===== src/rtl/rst_seq_pkg.sv =====
// Shared definitions for the reset sequencer.
//   seq_state_t : 3-bit sequencer state encoding (0..5 used, 6/7 unreachable)
//   DEF_*       : default cycle counts for the sequencer delay phases
package rst_seq_pkg;

    typedef enum logic [2:0] {
        S_IDLE      = 3'd0,
        S_WAIT_LOCK = 3'd1,
        S_CLK_EN    = 3'd2,
        S_DDR_REL   = 3'd3,
        S_RUN       = 3'd4,
        S_SOFT_RST  = 3'd5
    } seq_state_t;

    localparam int unsigned DEF_LOCK_STABLE_CYCLES = 1024;
    localparam int unsigned DEF_CLK_EN_CYCLES      = 16;
    localparam int unsigned DEF_DDR_TO_CORE_CYCLES = 256;
    localparam int unsigned DEF_SOFT_RST_CYCLES    = 32;
    localparam int unsigned DEF_CNT_W              = 16;

endpackage


===== src/rtl/sync_2ff.sv =====
// Generic two-flop synchroniser with asynchronous active-low reset.
//   clk   : destination clock
//   rst_n : asynchronous active-low reset, clears both flops
//   d     : asynchronous input
//   q     : synchronised output (two-cycle latency)
module sync_2ff (
    input  logic clk,
    input  logic rst_n,
    input  logic d,
    output logic q
);

    logic meta;

    always_ff @(posedge clk or negedge rst_n) begin
        if (!rst_n) begin
            meta <= 1'b0;
            q    <= 1'b0;
        end else begin
            meta <= d;
            q    <= meta;
        end
    end

endmodule


===== src/rtl/reset_sequencer.sv =====
// Power-up / reset sequencer for the Briey SoC top level.
// Waits for a stable (synchronised) PLL lock, enables the DDR3 memory clock,
// then releases the DDR3 reset and finally the core/SPI resets. A debug
// soft-reset request pulses only the core/SPI reset.
//   clk50        : 50 MHz board clock
//   cpu_reset    : asynchronous active-low reset
//   pll_lock     : PLL lock, asynchronous to clk50
//   soft_rst_req : single-cycle soft-reset request (clk50 domain)
//   pll_clk_en   : DDR3 memory clock enable
//   ddr_rst_n    : DDR3 controller reset, active-low
//   core_rst_n   : core reset, active-low
//   spi_resetn   : SPI reset, active-low, identical to core_rst_n
//   seq_state    : current state encoding (debug)
// Build option: RSTSEQ_LOCK_MON_EN -- lock loss after the memory clock is
// enabled restarts the whole sequence from lock wait.
module reset_sequencer
    import rst_seq_pkg::*;
#(
    parameter int unsigned LOCK_STABLE_CYCLES = DEF_LOCK_STABLE_CYCLES,
    parameter int unsigned CLK_EN_CYCLES      = DEF_CLK_EN_CYCLES,
    parameter int unsigned DDR_TO_CORE_CYCLES = DEF_DDR_TO_CORE_CYCLES,
    parameter int unsigned SOFT_RST_CYCLES    = DEF_SOFT_RST_CYCLES,
    parameter int unsigned CNT_W              = DEF_CNT_W
) (
    input  logic       clk50,
    input  logic       cpu_reset,
    input  logic       pll_lock,
    input  logic       soft_rst_req,
    output logic       pll_clk_en,
    output logic       ddr_rst_n,
    output logic       core_rst_n,
    output logic       spi_resetn,
    output logic [2:0] seq_state
);

    localparam logic [CNT_W-1:0] LOCK_LAST = CNT_W'(LOCK_STABLE_CYCLES - 1);
    localparam logic [CNT_W-1:0] CLK_LAST  = CNT_W'(CLK_EN_CYCLES - 1);
    localparam logic [CNT_W-1:0] DDR_LAST  = CNT_W'(DDR_TO_CORE_CYCLES - 1);
    localparam logic [CNT_W-1:0] SOFT_LAST = CNT_W'(SOFT_RST_CYCLES - 1);

    seq_state_t       state_q, state_d;
    logic [CNT_W-1:0] cnt_q, cnt_d;
    logic             lock_s;
    logic             clk_en_d, ddr_rel_d, core_rel_d;

    sync_2ff u_lock_sync (
        .clk   (clk50),
        .rst_n (cpu_reset),
        .d     (pll_lock),
        .q     (lock_s)
    );

    // Counter starts at 0 on entry to a delay state, so "== N-1" exits after exactly N cycles.
    always_comb begin
        state_d = state_q;
        cnt_d   = cnt_q + CNT_W'(1);
        case (state_q)
            S_IDLE: begin
                state_d = S_WAIT_LOCK;
                cnt_d   = '0;
            end
            S_WAIT_LOCK: begin
                if (!lock_s) begin
                    cnt_d = '0;
                end else if (cnt_q == LOCK_LAST) begin
                    state_d = S_CLK_EN;
                    cnt_d   = '0;
                end
            end
            S_CLK_EN: begin
                if (cnt_q == CLK_LAST) begin
                    state_d = S_DDR_REL;
                    cnt_d   = '0;
                end
            end
            S_DDR_REL: begin
                if (cnt_q == DDR_LAST) begin
                    state_d = S_RUN;
                    cnt_d   = '0;
                end
            end
            S_RUN: begin
                cnt_d = '0;
                if (soft_rst_req) begin
                    state_d = S_SOFT_RST;
                end
            end
            S_SOFT_RST: begin
                if (cnt_q == SOFT_LAST) begin
                    state_d = S_RUN;
                    cnt_d   = '0;
                end
            end
            default: begin
                state_d = S_IDLE;
                cnt_d   = '0;
            end
        endcase

`ifdef RSTSEQ_LOCK_MON_EN
        // Lock loss overrides everything else, including a soft-reset request.
        if (!lock_s && (state_q inside {S_CLK_EN, S_DDR_REL, S_RUN, S_SOFT_RST})) begin
            state_d = S_WAIT_LOCK;
            cnt_d   = '0;
        end
`endif

        // Outputs decoded from the next state so they change together with seq_state.
        clk_en_d   = state_d inside {S_CLK_EN, S_DDR_REL, S_RUN, S_SOFT_RST};
        ddr_rel_d  = state_d inside {S_DDR_REL, S_RUN, S_SOFT_RST};
        core_rel_d = (state_d == S_RUN);
    end

    always_ff @(posedge clk50 or negedge cpu_reset) begin
        if (!cpu_reset) begin
            state_q    <= S_IDLE;
            cnt_q      <= '0;
            pll_clk_en <= 1'b0;
            ddr_rst_n  <= 1'b0;
            core_rst_n <= 1'b0;
        end else begin
            state_q    <= state_d;
            cnt_q      <= cnt_d;
            pll_clk_en <= clk_en_d;
            ddr_rst_n  <= ddr_rel_d;
            core_rst_n <= core_rel_d;
        end
    end

    assign spi_resetn = core_rst_n;
    assign seq_state  = state_q;

endmodule


===== config.mk =====
export PLATFORM = sky130hd
export DESIGN_NAME = reset_sequencer
export DESIGN_NICKNAME = d
export VERILOG_FILES = /design/src/rtl/rst_seq_pkg.sv /design/src/rtl/sync_2ff.sv /design/src/rtl/reset_sequencer.sv
export SDC_FILE = /design/constraint.sdc
export NUM_CORES = 1
export LEC_CHECK = 0
export CAP_MARGIN = 20
export CELL_PAD_IN_SITES_DETAIL_PLACEMENT = 1
export CELL_PAD_IN_SITES_GLOBAL_PLACEMENT = 2
export CORE_MARGIN = 2
export CORE_UTILIZATION = 40
export CTS_BUF_LIST = sky130_fd_sc_hd__clkbuf_8
export DETAILED_ROUTE_END_ITERATION = 7
export PLACE_DENSITY = 0.93
export SLEW_MARGIN = 20
export SYNTH_ARGS = -nofsm -noshare
export SYNTH_HDL_FRONTEND = slang
export SYNTH_SLANG_ARGS = --single-unit

===== constraint.sdc =====
create_clock -name clk50 -period 4 [get_ports clk50]
set_input_delay 1.2 -clock clk50 [delete_from_list [all_inputs] [get_ports clk50]]
set_output_delay 1.2 -clock clk50 [all_outputs]
set_load 0.02 [all_outputs]

==> reports/metrics.sh <==
VIAS=1026
CTSHOLDBUFFERS=0
NUMCLOCKSINKS=24
GRT_ANTENNA_BEFORE_REPAIR=0
LAYOUT_SETUP_WS_PS=1360
FIRSTDRTPASSITERS=4
SLEW-LIMIT-HEADROOM_PCT=47.5
FLOORPLAN.INITIALDENSITY_PCT=42.5
DRIVE_ABOVE_1_SHARE_PCT=11.1
CP_MAX_FO=10
PATH_CLASS='flop to output port'
DRT_DRC_VIOLATIONS_LEFT=0
CLKLATENCYLATEPIN_PS=270
FINALWORSTPATHREQUIREDPERIOD_PS=2640
SETUP_VIOL=0
TIMING.CRITICAL_PATH.MAX_DELAY_FAMILY='buffers and inverters'
CLOCK_TREE_FROM_TRITONCTS='built'
SYNTH-COMPOUND-AREA-SHARE_PCT=16.4
DRV.MAX_CAP_VIOLATION_COUNT=0
CRIT_SLOWEST_CELL='sky130_fd_sc_hd__clkdlybuf4s50_1'
ASYNC_RESET_FF_SHARE_PCT=100
WIDTH_OF_THE_CHIP_UM=61.4
POST-CTS-SETUP-BUFFERS=0
FINAL-HOLD-VIOLATION-COUNT=0
LARGEST_NET_DEGREE_AT_THE_START_OF_GLOBAL_ROUTING=25
HP-CLASS='flop to flop'
STATIC_LEAKAGE_nW=0.608
MAIN_COMBINATIONAL_CELL_FAMILY_BY_AREA_AFTER_SYNTHESIS='simple AND/OR/NAND/NOR gates'
YS.WARNINGS.COUNT=0
NFILLCELLS=367
TIMING.RR.START='cnt_q[0]$_DFF_PN0_'
CTS_BUFFER_DEPTH=2
PORTBUFFERS=10
PERIOD_SHARE_PCT=66.1
CP_CELL_SEQUENCE='clkdlybuf4s50_1'
DESIGN.CORE.AREA_UM2=3100
WORST-R2R-CELL-COUNT=5
DIE_HEIGHT_UM=61.4
SEQ_AREA_UM2=601
ENDPOINT_KIND='output port'
CLKTRANSATPATHREGS_PS=90
FINAL_ANTENNA_NET_COUNT=0
CRITICAL_PATH_REQUIRED_PS=2800
IO-PIN-COUNT=11
GRT_PASS1_VIAS=1037
STD_CELL_ROWS=20
ANTENNA-DIODE-COUNT=0
MULTI_INPUT_COMB_AREA_UM2=662
HOLDPATHEND='u_lock_sync.q$_DFF_PN0_'
CTS_REPAIR_RESIZE_COUNT=0
NETLIST-CELL-TYPE-COUNT=41
RSZ_0062_RAISED_AFTER_GLOBAL_ROUTING='false'
CP_DATA_ARRIVAL_TIME_PS=1440
SIMPLE_GATE_PORTION_OF_THE_SYNTHESIZED_AREA_PCT=23.1
DIE-AREA_UM2=3770
ACHIEVABLE-FREQUENCY_GHz=0.378
SYNTH-MAIN-FF-CELL='sky130_fd_sc_hd__dfrtp_1'
SYNTH_SEQUENTIAL_AREA_RATIO_PCT=45.5
SYNTH_MUX_AREA_SHARE_PCT=0.759
GP_CONGESTION=0.814
SYNTH_ADDER_AREA_SHARE_PCT=0.949
GRT_PASS1_WL_UM=5110
SYNTH_XOR_XNOR_AREA_SHARE_PCT=8.63
STATUS='completed'
GLOBALROUTEOVERFLOWTOTAL=0
REG2REG_SLACK_PS=1770
DRT_ITER0_DRC=42
DP.FINAL_HPWL_UM=2300
GRT_USE_TOTAL_PCT=18.7
CTS.ROOT.BUFFER_CELL='sky130_fd_sc_hd__clkbuf_8'
FINAL_NETS=141
CELLPOWERDENSITY_nW_PER_UM2=316
AREA_DELTA_SYNTH_FINAL_PCT=14.5
DETAIL_ROUTED_VIA_COUNT_PER_CELL=5.73
CRIT_CELLS=1
CTS_MADE_BUFFERS=3
FINALSETUPTNS_PS=0
PER_CELL_ROUTED_WIRE_LENGTH_UM=17.9
TIGHTESTPINTRANSITION_PS=788
RR_ENDPOINT='cnt_q[15]$_DFF_PN0_'
NUMBER_OF_NETS_PRODUCED_BY_SYNTHESIS=132
SYNTH_EDF_COUNT=0
MIN_PATH_CELLS=0
CP_SLOWEST_STAGE_DELAY_PS=670
IR_DROP_mV=0.296
PLACE_WORST_SETUP_SLACK_PS=1450
AREA_OF_THE_MAPPED_NETLIST_UM2=1320
SYNTHCELLS=127
ROUTE.FINAL.WIRE_LENGTH_UM=3200
TIMING.CRITICAL_PATH.FROM_TYPE='flop'
MIN_FROM='u_lock_sync.meta$_DFF_PN0_'
YS_FF_LATCH=24
CTS_HTREE_LEVELS=1
TIMING.CRITICAL_PATH.BUF_INV=1
FINAL.SETUP_SKEW_PS=2.84
AVGSYNTHCELLAREA_UM2=10.4
FINALMAXSLEWVIOLATIONS=0
flip-flops by register name, indices dropped and copies added (netlist names):
signal and count:
core_rst_n 1, cnt_q 16, u_lock_sync.q 1, u_lock_sync.meta 1, pll_clk_en 1, ddr_rst_n 1, seq_state 3
how the worst max path moves through the flow:
stage / from / slack [ps] / endpoint
after floorplan: soft_rst_req / 2160 / seq_state[0]$_DFF_PN0_
after global placement: cpu_reset / 1510 / u_lock_sync.q$_DFF_PN0_
after detailed placement: cpu_reset / 1450 / u_lock_sync.meta$_DFF_PN0_
after CTS: seq_state[0]$_DFF_PN0_ / 1340 / seq_state[0]
after global routing: seq_state[0]$_DFF_PN0_ / 1310 / seq_state[0]
final: seq_state[0]$_DFF_PN0_ / 1360 / seq_state[0]
synth_stat cells (2+ instances only):
cell                       number  area, um^2
sky130_fd_sc_hd__buf_2          3        15.0
sky130_fd_sc_hd__nand4_1        6        37.5
sky130_fd_sc_hd__a41oi_1        2        17.5
sky130_fd_sc_hd__nor3_1         2        10.0
sky130_fd_sc_hd__nor2b_1        3        18.8
sky130_fd_sc_hd__o21ai_0        3        15.0
sky130_fd_sc_hd__xor2_1         4        35.0
sky130_fd_sc_hd__dfrtp_1       24         601
sky130_fd_sc_hd__nand2b_1       2        12.5
sky130_fd_sc_hd__nand3_1        7        35.0
sky130_fd_sc_hd__buf_4          2        15.0
sky130_fd_sc_hd__xnor2_1        9        78.8
sky130_fd_sc_hd__nor4_1         5        31.3
sky130_fd_sc_hd__a21o_1         2        15.0
sky130_fd_sc_hd__nor2_1         2        7.51
sky130_fd_sc_hd__inv_1          7        26.3
sky130_fd_sc_hd__a31oi_1       16         100
sky130_fd_sc_hd__nand2_1        5        18.8
per-stage QoR:
step                hold WS, ps  total power, mW  instance area (um^2)  std cells  utilization [%]
CTS                         373            0.486                  1510        179             48.7
global route                373            0.495                  1510        179             48.7
global placement            334            0.269                  1440        175             46.4
detailed placement          352            0.271                  1440        175             46.4
floorplan                   331            0.261                  1320        127                -
finish                      367            0.478                  1510        179             48.7
power breakdown:
group	switching, mW	internal (mW)	leakage, nW
clock network	0.0784	0.134	0.0357
registers	0.00434	0.246	0.323
logic	0.0100	0.00534	0.249
metal layers:
metal,track usage [%],part of all wire (%),vias to the layer above
li1,-,-,490
met1,25.1,45,517
met2,31.5,51,17
met3,4.41,3.8,2
met4,2.74,0.25,0
met5,0,0,-
kinds of logic after synthesis:
group,after synthesis
AO/OA/AOI/OAI,30
adder cells (fa/ha/maj),1
XOR/XNOR,13
multiplexers,1
flip-flops,24
buffers and inverters,13
AND/OR/NAND/NOR,45
cells in the final DEF (no fill, tap or decap), types with 2 or more instances in the layout:
cell,instances
sky130_fd_sc_hd__xnor2_1,9
sky130_fd_sc_hd__a41oi_1,2
sky130_fd_sc_hd__inv_1,7
sky130_fd_sc_hd__nand2b_1,2
sky130_fd_sc_hd__o21ai_0,3
sky130_fd_sc_hd__nor3_1,2
sky130_fd_sc_hd__nand4_1,6
sky130_fd_sc_hd__clkbuf_8,3
sky130_fd_sc_hd__a31oi_1,16
sky130_fd_sc_hd__a21o_1,2
sky130_fd_sc_hd__nor2b_1,3
sky130_fd_sc_hd__clkdlybuf4s50_1,9
sky130_fd_sc_hd__nor4_1,5
sky130_fd_sc_hd__dfrtp_1,24
sky130_fd_sc_hd__nor2_1,2
sky130_fd_sc_hd__xor2_1,4
sky130_fd_sc_hd__nand3_1,7
sky130_fd_sc_hd__nand2_1,5
layout make-up:
type / instances / area share [%]
Inverter: 7 / 1.74
Clock inverter: 1 / 1.99
Timing Repair Buffer: 10 / 6.30
Tap cell: 44 / 3.65
Multi-Input combinational cell: 90 / 43.8
Sequential cell: 24 / 39.8
Clock buffer: 3 / 2.73
Note: power is estimated with default switching activity, not from simulation.
